File: config.mk
export PLATFORM = sky130hd
export DESIGN_NAME = peripheral_msi_ahb2apb4_bridge_flat
export DESIGN_NICKNAME = d
export VERILOG_FILES = /design/src/rtl/peripheral_msi_ahb2apb4_bridge_if.sv /design/src/rtl/peripheral_msi_ahb2apb4_bridge.sv /design/src/flat_wrapper.sv
export SDC_FILE = /design/constraint.sdc
export NUM_CORES = 1
export LEC_CHECK = 0
export ABC_AREA = 1
export BUFFER_PORTS_ARGS = -buffer_cell sky130_fd_sc_hd__buf_4
export CORE_AREA = 2 2 164 166
export DETAILED_ROUTE_END_ITERATION = 12
export DIE_AREA = 0 0 166 168
export GPL_ROUTABILITY_DRIVEN = 0
export PLACE_DENSITY = 0.58
export SETUP_SLACK_MARGIN = 0.1
export SYNTH_ARGS = -nofsm -noshare
export SYNTH_HDL_FRONTEND = slang
export SYNTH_SLANG_ARGS = --single-unit
File: constraint.sdc
create_clock -name HCLK -period 2.4 [get_ports HCLK]
set_input_delay 0.6 -clock HCLK [delete_from_list [all_inputs] [get_ports HCLK]]
set_output_delay 0.6 -clock HCLK [all_outputs]
set_load 0.02 [all_outputs]
File: src/rtl/peripheral_msi_ahb2apb4_bridge_if.sv
// Bus interfaces for the AHB-Lite to APB4 bridge: the AHB-Lite slave-side
// port and the APB4 peripheral port, each with master/slave modports.
interface peripheral_msi_ahb_if #(
    parameter int PLEN = 64,
    parameter int XLEN = 64
);
    logic            HSEL;
    logic [PLEN-1:0] HADDR;
    logic [XLEN-1:0] HWDATA;
    logic [XLEN-1:0] HRDATA;
    logic            HWRITE;
    logic [2:0]      HSIZE;
    logic [2:0]      HBURST;
    logic [3:0]      HPROT;
    logic [1:0]      HTRANS;
    logic            HMASTLOCK;
    logic            HREADY;
    logic            HREADYOUT;
    logic            HRESP;

    modport master (
        output HSEL, HADDR, HWDATA, HWRITE, HSIZE, HBURST, HPROT, HTRANS,
               HMASTLOCK, HREADY,
        input  HRDATA, HREADYOUT, HRESP
    );

    modport slave (
        input  HSEL, HADDR, HWDATA, HWRITE, HSIZE, HBURST, HPROT, HTRANS,
               HMASTLOCK, HREADY,
        output HRDATA, HREADYOUT, HRESP
    );
endinterface

interface peripheral_msi_apb4_if #(
    parameter int PLEN = 64,
    parameter int XLEN = 64
);
    logic              PSEL;
    logic              PENABLE;
    logic [PLEN-1:0]   PADDR;
    logic              PWRITE;
    logic [XLEN-1:0]   PWDATA;
    logic [XLEN/8-1:0] PSTRB;
    logic [2:0]        PPROT;
    logic [XLEN-1:0]   PRDATA;
    logic              PREADY;
    logic              PSLVERR;

    modport master (
        output PSEL, PENABLE, PADDR, PWRITE, PWDATA, PSTRB, PPROT,
        input  PRDATA, PREADY, PSLVERR
    );

    modport slave (
        input  PSEL, PENABLE, PADDR, PWRITE, PWDATA, PSTRB, PPROT,
        output PRDATA, PREADY, PSLVERR
    );
endinterface

File: src/rtl/peripheral_msi_ahb2apb4_bridge.sv
// AHB-Lite slave to APB4 master bridge, one transfer in flight, PSLVERR -> AHB ERROR.
// Optional ACCESS-phase timeout: define PERIPHERAL_MSI_APB4_TIMEOUT_EN.
module peripheral_msi_ahb2apb4_bridge #(
    parameter int PLEN    = 64,
    parameter int XLEN    = 64,
    parameter int TIMEOUT = 255
) (
    input  logic                  HCLK,
    input  logic                  HRESETn,
    peripheral_msi_ahb_if.slave   ahb,
    peripheral_msi_apb4_if.master apb
);
    localparam int NB = XLEN / 8;
    localparam int SW = $clog2(NB);

    if (XLEN != 32 && XLEN != 64) begin : g_bad_xlen
        $error("XLEN must be 32 or 64");
    end

    typedef enum logic [2:0] {IDLE, WDATA, SETUP, ACCESS, ERR1, ERR2} state_t;

    state_t          state_q, state_d;
    logic            accept;
    logic            timeout_hit;
    logic            psel_q, penable_q, pwrite_q;
    logic [PLEN-1:0] paddr_q;
    logic [XLEN-1:0] pwdata_q, hrdata_q;
    logic [NB-1:0]   pstrb_q;
    logic [2:0]      pprot_q, size_q;
    logic            hreadyout_q, hresp_q;
    logic            unused_inputs;

    assign unused_inputs = ^{ahb.HBURST, ahb.HMASTLOCK, ahb.HPROT[3:2]};

    assign accept = (state_q == IDLE || state_q == ERR2)
                  && ahb.HSEL && ahb.HREADY && ahb.HTRANS[1];

    // Byte lanes covered by the transfer; lanes past the bus width are clipped.
    function automatic logic [NB-1:0] strobe(input logic [SW-1:0] off, input logic [2:0] size);
        logic [NB-1:0] s;
        int lo, hi;
        s = '0;
        if (int'(size) >= SW) begin
            s = '1;
        end else begin
            lo = int'(off);
            hi = lo + (1 << int'(size));
            for (int i = 0; i < NB; i++) s[i] = (i >= lo) && (i < hi);
        end
        return s;
    endfunction

`ifdef PERIPHERAL_MSI_APB4_TIMEOUT_EN
    localparam int CW = ($clog2(TIMEOUT + 1) > 8) ? $clog2(TIMEOUT + 1) : 8;
    logic [CW-1:0] wait_cnt;

    always_ff @(posedge HCLK or negedge HRESETn) begin
        if (!HRESETn)
            wait_cnt <= '0;
        else if (state_q == SETUP)
            wait_cnt <= '0;
        else if (state_q == ACCESS && !apb.PREADY)
            wait_cnt <= wait_cnt + CW'(1);
    end

    // The edge that would bring the count to TIMEOUT ends the transfer.
    assign timeout_hit = !apb.PREADY && (wait_cnt == CW'(TIMEOUT - 1));
`else
    assign timeout_hit = 1'b0;
`endif

    // NOTE: sequential state uses non-blocking assignments so every flop samples pre-edge values.
    always_ff @(posedge HCLK or negedge HRESETn) begin
        if (!HRESETn) state_q <= IDLE;
        else          state_q <= state_d;
    end

    // NOTE: state_d gets a default first so no path through the case can infer a latch.
    always_comb begin
        state_d = state_q;
        unique case (state_q)
            IDLE, ERR2: begin
                if (accept) state_d = ahb.HWRITE ? WDATA : SETUP;
                else        state_d = IDLE;
            end
            WDATA:  state_d = SETUP;
            SETUP:  state_d = ACCESS;
            ACCESS: begin
                if (apb.PREADY)       state_d = apb.PSLVERR ? ERR1 : IDLE;
                else if (timeout_hit) state_d = ERR1;
            end
            ERR1:    state_d = ERR2;
            default: state_d = IDLE;
        endcase
    end

    // Bus-facing handshake outputs are registered from the next state.
    always_ff @(posedge HCLK or negedge HRESETn) begin
        if (!HRESETn) begin
            psel_q      <= 1'b0;
            penable_q   <= 1'b0;
            hreadyout_q <= 1'b1;
            hresp_q     <= 1'b0;
        end else begin
            psel_q      <= (state_d == SETUP) || (state_d == ACCESS);
            penable_q   <= (state_d == ACCESS);
            hreadyout_q <= (state_d == IDLE) || (state_d == ERR2);
            hresp_q     <= (state_d == ERR1) || (state_d == ERR2);
        end
    end

    always_ff @(posedge HCLK or negedge HRESETn) begin
        if (!HRESETn) begin
            paddr_q  <= '0;
            pwrite_q <= 1'b0;
            pwdata_q <= '0;
            pstrb_q  <= '0;
            pprot_q  <= '0;
            size_q   <= '0;
            hrdata_q <= '0;
        end else begin
            if (accept) begin
                paddr_q  <= ahb.HADDR;
                pwrite_q <= ahb.HWRITE;
                size_q   <= ahb.HSIZE;
                pprot_q  <= {~ahb.HPROT[0], 1'b1, ahb.HPROT[1]};
                if (!ahb.HWRITE) pstrb_q <= '0;
            end
            if (state_q == WDATA) begin
                pwdata_q <= ahb.HWDATA;
                pstrb_q  <= strobe(paddr_q[SW-1:0], size_q);
            end
            if (state_q == ACCESS && apb.PREADY && !apb.PSLVERR && !pwrite_q)
                hrdata_q <= apb.PRDATA;
        end
    end

    assign ahb.HREADYOUT = hreadyout_q;
    assign ahb.HRESP     = hresp_q;
    assign ahb.HRDATA    = hrdata_q;
    assign apb.PSEL      = psel_q;
    assign apb.PENABLE   = penable_q;
    assign apb.PADDR     = paddr_q;
    assign apb.PWRITE    = pwrite_q;
    assign apb.PWDATA    = pwdata_q;
    assign apb.PSTRB     = pstrb_q;
    assign apb.PPROT     = pprot_q;
endmodule
File: src/flat_wrapper.sv
// flat-port wrapper written by rule: the top's interface ports become plain ports
module peripheral_msi_ahb2apb4_bridge_flat 
#(
    parameter int PLEN    = 64,
    parameter int XLEN    = 64,
    parameter int TIMEOUT = 255
)
  (HCLK, HRESETn, ahb_HSEL, ahb_HADDR, ahb_HWDATA, ahb_HWRITE, ahb_HSIZE, ahb_HBURST, ahb_HPROT, ahb_HTRANS, ahb_HMASTLOCK, ahb_HREADY, ahb_HRDATA, ahb_HREADYOUT, ahb_HRESP, apb_PSEL, apb_PENABLE, apb_PADDR, apb_PWRITE, apb_PWDATA, apb_PSTRB, apb_PPROT, apb_PRDATA, apb_PREADY, apb_PSLVERR);
  peripheral_msi_ahb_if #(.PLEN(PLEN), .XLEN(XLEN)) ahb_i ();
  peripheral_msi_apb4_if #(.PLEN(PLEN), .XLEN(XLEN)) apb_i ();
  input  logic HCLK;
  input  logic HRESETn;
  input wire logic [$bits(ahb_i.HSEL)-1:0] ahb_HSEL;
  input wire logic [$bits(ahb_i.HADDR)-1:0] ahb_HADDR;
  input wire logic [$bits(ahb_i.HWDATA)-1:0] ahb_HWDATA;
  input wire logic [$bits(ahb_i.HWRITE)-1:0] ahb_HWRITE;
  input wire logic [$bits(ahb_i.HSIZE)-1:0] ahb_HSIZE;
  input wire logic [$bits(ahb_i.HBURST)-1:0] ahb_HBURST;
  input wire logic [$bits(ahb_i.HPROT)-1:0] ahb_HPROT;
  input wire logic [$bits(ahb_i.HTRANS)-1:0] ahb_HTRANS;
  input wire logic [$bits(ahb_i.HMASTLOCK)-1:0] ahb_HMASTLOCK;
  input wire logic [$bits(ahb_i.HREADY)-1:0] ahb_HREADY;
  output wire logic [$bits(ahb_i.HRDATA)-1:0] ahb_HRDATA;
  output wire logic [$bits(ahb_i.HREADYOUT)-1:0] ahb_HREADYOUT;
  output wire logic [$bits(ahb_i.HRESP)-1:0] ahb_HRESP;
  output wire logic [$bits(apb_i.PSEL)-1:0] apb_PSEL;
  output wire logic [$bits(apb_i.PENABLE)-1:0] apb_PENABLE;
  output wire logic [$bits(apb_i.PADDR)-1:0] apb_PADDR;
  output wire logic [$bits(apb_i.PWRITE)-1:0] apb_PWRITE;
  output wire logic [$bits(apb_i.PWDATA)-1:0] apb_PWDATA;
  output wire logic [$bits(apb_i.PSTRB)-1:0] apb_PSTRB;
  output wire logic [$bits(apb_i.PPROT)-1:0] apb_PPROT;
  input wire logic [$bits(apb_i.PRDATA)-1:0] apb_PRDATA;
  input wire logic [$bits(apb_i.PREADY)-1:0] apb_PREADY;
  input wire logic [$bits(apb_i.PSLVERR)-1:0] apb_PSLVERR;
  assign ahb_i.HSEL = ahb_HSEL;
  assign ahb_i.HADDR = ahb_HADDR;
  assign ahb_i.HWDATA = ahb_HWDATA;
  assign ahb_i.HWRITE = ahb_HWRITE;
  assign ahb_i.HSIZE = ahb_HSIZE;
  assign ahb_i.HBURST = ahb_HBURST;
  assign ahb_i.HPROT = ahb_HPROT;
  assign ahb_i.HTRANS = ahb_HTRANS;
  assign ahb_i.HMASTLOCK = ahb_HMASTLOCK;
  assign ahb_i.HREADY = ahb_HREADY;
  assign ahb_HRDATA = ahb_i.HRDATA;
  assign ahb_HREADYOUT = ahb_i.HREADYOUT;
  assign ahb_HRESP = ahb_i.HRESP;
  assign apb_PSEL = apb_i.PSEL;
  assign apb_PENABLE = apb_i.PENABLE;
  assign apb_PADDR = apb_i.PADDR;
  assign apb_PWRITE = apb_i.PWRITE;
  assign apb_PWDATA = apb_i.PWDATA;
  assign apb_PSTRB = apb_i.PSTRB;
  assign apb_PPROT = apb_i.PPROT;
  assign apb_i.PRDATA = apb_PRDATA;
  assign apb_i.PREADY = apb_PREADY;
  assign apb_i.PSLVERR = apb_PSLVERR;
  peripheral_msi_ahb2apb4_bridge #(.PLEN(PLEN), .XLEN(XLEN), .TIMEOUT(TIMEOUT)) u_core (.HCLK(HCLK), .HRESETn(HRESETn), .ahb(ahb_i), .apb(apb_i));
endmodule
; Word level (Yosys, flattened, before mapping)
; Cells that the tools add are included.
[totals]
regBits = 214
inputBits = 212
[op_classes]
add_sub_neg = 1
magnitude_cmp = 16
n_eq_ne = 10
shift = 1
n_mux = 9
bitwise_logic = 1
n_reduce_logical = 24
[op_table]
columns = operator, count
row1 = "< comparator 4 x 32 -> 1 bit, first input constant", 4
row2 = "< comparator 3 x 32 -> 1 bit, first input constant", 2
row3 = adder 4 x 32 -> 32 bit, 1
row4 = "< comparator 1 x 32 -> 1 bit, first input constant", 1
row5 = "< comparator 2 x 32 -> 1 bit, first input constant", 1
row6 = 2-to-1 mux 8 bit, 4
row7 = "<< shifter 1 x 3 -> 32 bit, first input constant", 1
row8 = case mux 3 bit (5 select lines), 1
row9 = logical AND 1 bit, 13
row10 = "equality test 3 x 2 -> 1 bit, second input constant", 4
row11 = "equality test 3 bit, second input constant", 4
row12 = "greater-or-equal comparator 3 bit, first input constant", 3
row13 = 2-to-1 mux 3 bit, 3
row14 = "greater-or-equal comparator 1 x 3 -> 1 bit, first input constant", 2
row15 = "greater-or-equal comparator 2 x 3 -> 1 bit, first input constant", 2
row16 = zero test 3 bit, 2
row17 = logical OR 1 bit, 4
row18 = "equality test 3 x 1 -> 1 bit, second input constant", 1
row19 = "greater-or-equal comparator 3 x 2 -> 1 bit, second input constant", 1
row20 = zero test 1 bit, 2
row21 = 2-to-1 mux 2 bit, 1
row22 = "!= test 2 x 1 -> 1 bit, second input constant", 1
row23 = AND reduction 2 bit, 1
row24 = nonzero test 2 bit, 1
row25 = other kinds (2), 2

; Logic depth before layout (Yosys ltp)
; Gate-level depths: netlist (run 1).
[depth]
word_depth = 9
ltp_mapped = 14
depth_no_buf = 14

; Least setup slack after synthesis (run 1)
; OpenSTA, ideal clock, no wires.
[synth_timing]
path_type = register to register
startpoint = reg u_core.paddr_q[0], in the netlist u_core.apb.PADDR[0]
endpoint = reg u_core.pstrb_q[4], in the netlist u_core.apb.PSTRB[4]
t_arrival_ns = 1.886
required_time_ns = 2.283
slack_ns = 0.397
path_stages_with_launch = 13
path_buffers = 0
cell_sequence = dfrtp_1 -> ha_1 -> fa_1 -> nand2_1 -> nand2_1 -> nand2_1 -> nand2_1 -> nor2_1 -> o21ai_0 -> nand2_1 -> nand2_1 -> nand2_1 -> nand2_1
[synth_between]
elab_chain_len = 5
word_cells_on_any_way = 6
[synth_rtl]
columns = element, line
row1 = from (decl), peripheral_msi_ahb2apb4_bridge.sv:26  ; logic [PLEN-1:0] paddr_q;
row2 = from (signal assigned), peripheral_msi_ahb2apb4_bridge.sv:123  ; paddr_q <= ahb.HADDR;
row3 = adder 4 x 32 -> 32 bit, peripheral_msi_ahb2apb4_bridge.sv:47  ; hi = lo + (1 << int'(size));
row4 = < comparator 4 x 32 -> 1 bit, peripheral_msi_ahb2apb4_bridge.sv:48  ; for (int i = 0; i < NB; i++) s[i] = (i >= lo) && (i < hi);
row5 = logical AND 1 bit *, peripheral_msi_ahb2apb4_bridge.sv:48
row6 = 2-to-1 mux 8 bit *, peripheral_msi_ahb2apb4_bridge.sv:43  ; if (int'(size) >= SW) begin
row7 = 2-to-1 mux 8 bit *, peripheral_msi_ahb2apb4_bridge.sv:129  ; if (state_q == WDATA) begin
row8 = to (signal assigned), peripheral_msi_ahb2apb4_bridge.sv:131  ; pstrb_q <= strobe(paddr_q[SW-1:0], size_q);
row9 = to (decl), peripheral_msi_ahb2apb4_bridge.sv:28  ; logic [NB-1:0] pstrb_q;
; Mark *: on every way between the ends. The rest lies on a longest branch, timed or not.
; A chain may end at the register's enable or synchronous reset.

; Worst setup path after layout (run 1)
[layout_timing]
startpoint = reg u_core.size_q[2]
endpoint = reg u_core.pstrb_q[1], in the netlist u_core.apb.PSTRB[1]
[layout_between]
elab_chain_len = 6
word_cells_on_any_way = 7
[layout_rtl]
columns = element, line
row1 = from (decl), peripheral_msi_ahb2apb4_bridge.sv:29  ; logic [2:0] pprot_q, size_q;
row2 = from (signal assigned), peripheral_msi_ahb2apb4_bridge.sv:125  ; size_q <= ahb.HSIZE;
row3 = << shifter 1 x 3 -> 32 bit, peripheral_msi_ahb2apb4_bridge.sv:47
row4 = adder 4 x 32 -> 32 bit, peripheral_msi_ahb2apb4_bridge.sv:47
row5 = < comparator 2 x 32 -> 1 bit, peripheral_msi_ahb2apb4_bridge.sv:48
row6 = logical AND 1 bit, peripheral_msi_ahb2apb4_bridge.sv:48
row7 = 2-to-1 mux 8 bit *, peripheral_msi_ahb2apb4_bridge.sv:43
row8 = 2-to-1 mux 8 bit *, peripheral_msi_ahb2apb4_bridge.sv:129
; Marks and branches as above.

==> results of run 1 <==
where the power goes:
| group | total [W] | switching (W) | leakage [nW] | internal (W) |
|---|---|---|---|---|
| clock | 0.00347 | 0.00143 | 0.366 | 0.00204 |
| sequential | 0.00638 | 0.000990 | 2.65 | 0.00539 |
| combinational | 0.00854 | 0.00495 | 3.94 | 0.00359 |
worst paths after layout:
check | start | slack, ps | cells past startpoint | end
setup / recovery | u_core.size_q[2] | 380 | 13 | u_core.apb.PSTRB[1]
hold / removal | HRESETn | 70 | 1 | u_core.apb.PWDATA[56]
setup reg to reg | u_core.size_q[2] | 380 | 13 | u_core.apb.PSTRB[1]
hold reg to reg | u_core.apb.PWDATA[28] | 470 | 2 | u_core.apb.PWDATA[28]
max in group asynchronous | HRESETn | 1710 | 2 | u_core.ahb.HRDATA[34]
min in group HCLK | ahb_HPROT[0] | 260 | 2 | u_core.apb.PPROT[2]
synth_stat cells, drive strengths merged:
cell type  count  area [um^2]
nand2        450         1690
dfrtp        213         5330
mux2          64          721
buf           24          158
clkbuf        12         45.0
inv           12         45.0
o21ai         11         55.1
nor2          10         40.0
nand3          9         45.0
a21oi          5         25.0
nor3           4         25.0
ha             3         37.5
and2           1         6.26
and3           1         6.26
dfstp          1         26.3
fa             1         20.0
nand4          1         6.26
or2            1         6.26
xnor2          1         8.76
sequential cells by signal (all words and copies together), names as in the netlist:
register	count
u_core.size_q	3
u_core.apb.PWRITE	1
u_core.apb.PWDATA	64
u_core.state_q	3
u_core.ahb.HREADYOUT	1
u_core.ahb.HRDATA	64
u_core.ahb.HRESP	1
u_core.apb.PSTRB	8
u_core.apb.PENABLE	1
u_core.apb.PPROT	3
u_core.apb.PSEL	1
u_core.apb.PADDR	64
repair_timing:
item,4_1_cts,5_1_grt
endpoints found under the hold margin,0,0
gates resized for setup,0,2
setup endpoints to repair,0,2
kinds of logic (layout without fill, tap and decap cells):
kind of cell | count (synthesis) | after routing
fa+ha+maj | 4 | 4
compound gates | 16 | 16
xor+xnor | 1 | 1
mux | 64 | 64
buf+inv | 48 | 486
simple gates | 477 | 477
flops | 214 | 214
cell type report:
class / instances / area share
well taps: 341 / 0.0336
inverters: 12 / 0.00355
flip-flops and latches: 214 / 0.422
repair buffers: 432 / 0.270
clock buffers: 34 / 0.0527
clock inverters: 8 / 0.00542
multi-input cells: 562 / 0.213
metrics by stage:
stage	cell area (um^2)	instances
after CTS	12700	1603
after global placement	12000	1561
after detailed placement	12000	1561
final	12700	1603
after floorplan	8300	824
after global routing	12700	1603
worst register-to-register path: cells and delay by family (launching register included):
family                   cells  cell delay [ps]
adder cells (fa/ha/maj)      2              640
flip-flops                   1              410
AND/OR/NAND/NOR             11              860
routing by layer:
layer | track usage | share of wire | wire, um | vias up
li1 | - | - | - | 3411
met1 | 0.205 | 0.39 | 9660 | 3275
met2 | 0.301 | 0.49 | 12000 | 301
met3 | 0.0623 | 0.10 | 2470 | 40
met4 | 0.0427 | 0.019 | 472 | 0
met5 | 0 | 0 | 0 | -
==> results_dict.tcl, run 1 <==
set metrics [dict create \
    run_status "complete, no violations" \
    clk_pin_slew_worst_paths_ps 60 \
    grt_max_degree 68 \
    slowest_stage "fa_1" \
    nFillCells 2606 \
    cts_buffers 24 \
    syn_area_per_cell_um2 10.1 \
    initial_core_util 0.315 \
    power-per-cell-area_nw_per_um2 1450 \
    syn_inst 824 \
    layout_setup_ws_ps 380 \
    crit_type "reg2reg" \
    rsz0062_at_grt "false" \
    tns_ps 0 \
    critPathMaxFanout 6 \
    hpwl_mm 18.3 \
    syn-cell-area_um2 8300 \
    ys_ff_latch 214 \
    grt_antenna_before_repair 0 \
    crit_top_cell "nand2_1" \
    hp-class "in2async" \
    final_common_cell "nand2_1" \
    slew_headroom 0.616 \
    row_count 60 \
    pin_count 420 \
    die_h_um 168 \
    htreeDepth 1 \
    wl_per_cell_um 15.3 \
    p_leak_nw 6.96 \
    portBuffers 412 \
    synthDistinctLibCells 27 \
    ant_nets 0 \
    cp_slowest_stage_delay_ps 430 \
    critPathBufInv 0 \
    register_area_um2 5360 \
    finalNetCount 1462 \
    pre_cts_slack_ps 317 \
    worst_setup_path_start_kind "flip-flop" \
    clock_sinks 214 \
    dieArea_um2 27900 \
    critPathCaptureType "flip-flop" \
    clock_latency_ps 510 \
    drt-pass1-iter-count 5 \
    hold_violations 0 \
    cts_tree "built" \
    area_delta_synth_final_pct 53.1 \
    synth_top_family_by_area "simple AND/OR/NAND/NOR gates" \
    routed_wl_mm 24.6 \
    postLayoutCoreUtil 0.482 \
    peakVddDrop_v 0.000745 \
    finalPower_w 0.0184 \
    holdBufCountCts 0 \
    slew_violations 0 \
    ys_seq_area_frac 0.646 \
    holdWs_ps 67.2 \
    overflow 0 \
    diodes 0 \
    max_freq_mhz 495 \
    drv_cap 0 \
    crit_family "simple AND/OR/NAND/NOR gates" \
    required_ps 2790 \
    first_iter_violations 283 \
    cts_root_buf "clkbuf_16" \
    synthAdderAreaFrac 0.00694 \
    viasPerCell 4.38 \
    tightest_slew_ps 576 \
    drive_gt1_frac 0.378 \
    grt_pass1_wl_mm 38.9 \
    crit_chain "nor3_1 > ha_1 > fa_1 > nand2_1 > nand2_1 > nand2_1 > nand2_1 > nor2_2 > nand3_1 > nand2_1 > nand2_1 > nand2_1 > nand2_1" \
    final.period_utilization 0.842 \
    synthMuxAreaShare 0.0869 \
    yosysWarnings 0 \
    layout_common_cells "nand2_1, buf_4, dfrtp_1, mux2_1, clkbuf_16" \
    dieWidth_um 166 \
    multi_input_area_um2 2710 \
    synth_compound_area_frac 0.00965 \
    post_cts_buffers 0 \
    grtUsageTotal 0.173 \
    critPathArrivalTime_ps 2420 \
    coreArea_um2 26400 \
    via_count 7027 \
    cts_buffer_depth 3 \
    synth-simple-area-share 0.220 \
    setup_viol_count_final 0 \
    drc 0 \
    synth-xor-area-share 0.00106 \
    grt_pass1_vias 7204 \
    clock_skew_ps 13.9 \
    syn_nets 1040 \
    min_period_ps 2020 \
]
No activity file was read; power rests on OpenSTA's default activity.
==> run 2, diff against run 1 <==
==> constraint.sdc (replaced) <==
create_clock -name HCLK -period 1.94 [get_ports HCLK]
set_input_delay 0.485 -clock HCLK [delete_from_list [all_inputs] [get_ports HCLK]]
set_output_delay 0.485 -clock HCLK [all_outputs]
set_load 0.02 [all_outputs]
==> run 2 against run 1 <==
- die area unchanged
- worst setup slack got worse by 300 ps
- largest power group unchanged
- combinational power increased by 26%
- clock skew decreased by 3.1 ps
- utilization increased by 0.12 points
- non-clock buffer count increased by 6
- flip-flop and latch count unchanged
- final area increased by 0.26%
==> results_dict.tcl, run 2 (synthesis gave the netlist of run 1 again) <==
set metrics [dict create \
    run_status "complete, no violations" \
    power-per-cell-area_nw_per_um2 1800 \
    peakVddDrop_v 0.00101 \
    tightest_slew_ps 436 \
    row_count 60 \
    initial_core_util 0.315 \
    drive_gt1_frac 0.393 \
    drc 0 \
    max_freq_mhz 539 \
    seq_power_share 0.344 \
    slew_headroom 0.709 \
    via_count 7028 \
    wl_per_cell_um 15.2 \
    intPower_w 0.0137 \
    dieArea_um2 27900 \
    grt_antenna_before_repair 0 \
    fin_area_um2 12700 \
    hold_violations 0 \
    rsz0062_at_grt "true" \
    clock_power_share 0.186 \
    p_leak_nw 6.96 \
    portBuffers 412 \
    worst_setup_path_start_kind "flip-flop" \
    dieWidth_um 166 \
    drv_cap 0 \
    power.net_switching_w 0.00921 \
    cts_root_buf "clkbuf_16" \
    crit_type "reg2reg" \
    cts_buffer_depth 3 \
    grt_pass1_wl_mm 38.7 \
    register_area_um2 5360 \
    ant_nets 0 \
    finalNetCount 1468 \
    area_delta_synth_final_pct 53.5 \
    clock_latency_ps 510 \
    grt_max_degree 65 \
    grt_pass1_vias 7179 \
    required_ps 2330 \
    critPathArrivalTime_ps 2250 \
    swShare 0.401 \
    clk_pin_slew_worst_paths_ps 60 \
    critPathMaxFanout 5 \
    place_area_um2 11900 \
    routed_wl_mm 24.4 \
    grtUsageTotal 0.170 \
    drt-pass1-iter-count 4 \
    clock_sinks 214 \
    holdWs_ps 157 \
    multi_input_area_um2 2770 \
    comb_power_share 0.470 \
    finalPower_w 0.0229 \
    viasPerCell 4.37 \
    coreArea_um2 26400 \
    diodes 0 \
    cts_tree "built" \
    clock_skew_ps 10.9 \
    pin_count 420 \
    setup_viol_count_final 0 \
    overflow 0 \
    hpwl_mm 17.9 \
    htreeDepth 1 \
    hp-class "in2reg" \
    nFillCells 2540 \
    final_common_cell "nand2_1" \
    first_iter_violations 345 \
    critPathCaptureType "flip-flop" \
    cts_buffers 24 \
    layout_common_cells "nand2_1, buf_4, dfrtp_1, mux2_1, clkbuf_16" \
    final.period_utilization 0.956 \
    slew_violations 0 \
    min_period_ps 1860 \
    die_h_um 168 \
]
run 2: per-layer routing:
layer  share of wire  up-vias  track usage  wire length [um]
li1                -     3419            -                 -
met1            0.41     3271        0.216              9940
met2            0.48      305        0.287             11700
met3           0.093       33       0.0496              2270
met4           0.020        0       0.0435               499
met5               0        -            0                 0
run 2: area by class of cell:
cell class,count,share of cell area
flip-flops and latches,214,0.421
clock inverters,8,0.00334
inverters,12,0.00354
clock buffers,33,0.0546
well taps,341,0.0335
repair buffers,438,0.267
multi-input cells,562,0.217
run 2: timing repair:
item / in CTS / in global routing
gates resized for setup: 9 / 3
setup endpoints to repair: 7 / 7
pin swaps: 1 / 0
gates cloned: 0 / 0
endpoints found under the hold margin: 40 / 0
hold buffers: 1 / 0
buffers inserted: 1 / 1
run 2: path summary, 6_finish.rpt:
check	start	to	cells past startpoint	slack, ps
max in group asynchronous	HRESETn	u_core.apb.PADDR[39]	3	800
hold / removal	ahb_HPROT[0]	u_core.apb.PPROT[2]	2	160
hold reg to reg	u_core.apb.PADDR[63]	u_core.apb.PADDR[63]	2	470
setup reg to reg	u_core.size_q[1]	u_core.apb.PSTRB[0]	9	80
setup / recovery	u_core.size_q[1]	u_core.apb.PSTRB[0]	9	80
min in group asynchronous	HRESETn	u_core.ahb.HRDATA[24]	2	490
run 2: critical path, stage by stage (launching register included):
cell     delay, ps
dfrtp_2        440
nor3_2         230
ha_4           170
fa_2           450
nor2_1         130
nand3_1         80
nand2_1         80
nand2_1         50
nand2_1         50
nand2_1         50
run 2: power groups by stage:
stage / sequential (W) / clock [W] / combinational (W)
CTS: 0.00792 / 0.00443 / 0.0110
global placement: 0.00787 / 0 / 0.0108
finish: 0.00790 / 0.00426 / 0.0108
global route: 0.00819 / 0.00461 / 0.0118
floorplan: 0.0105 / 0 / 0.00306
detailed placement: 0.00792 / 0 / 0.0109
run 2: metrics by stage:
stage,util,worst slack [ps],setup TNS [ps],cells
after floorplan,-,107,0,824
after global placement,0.453,29.5,0,1564
after detailed placement,0.453,-26.3,-68.1,1564
after CTS,0.483,49.5,0,1607
after global routing,0.483,-74.5,-338,1608
final,0.483,84.7,0,1608
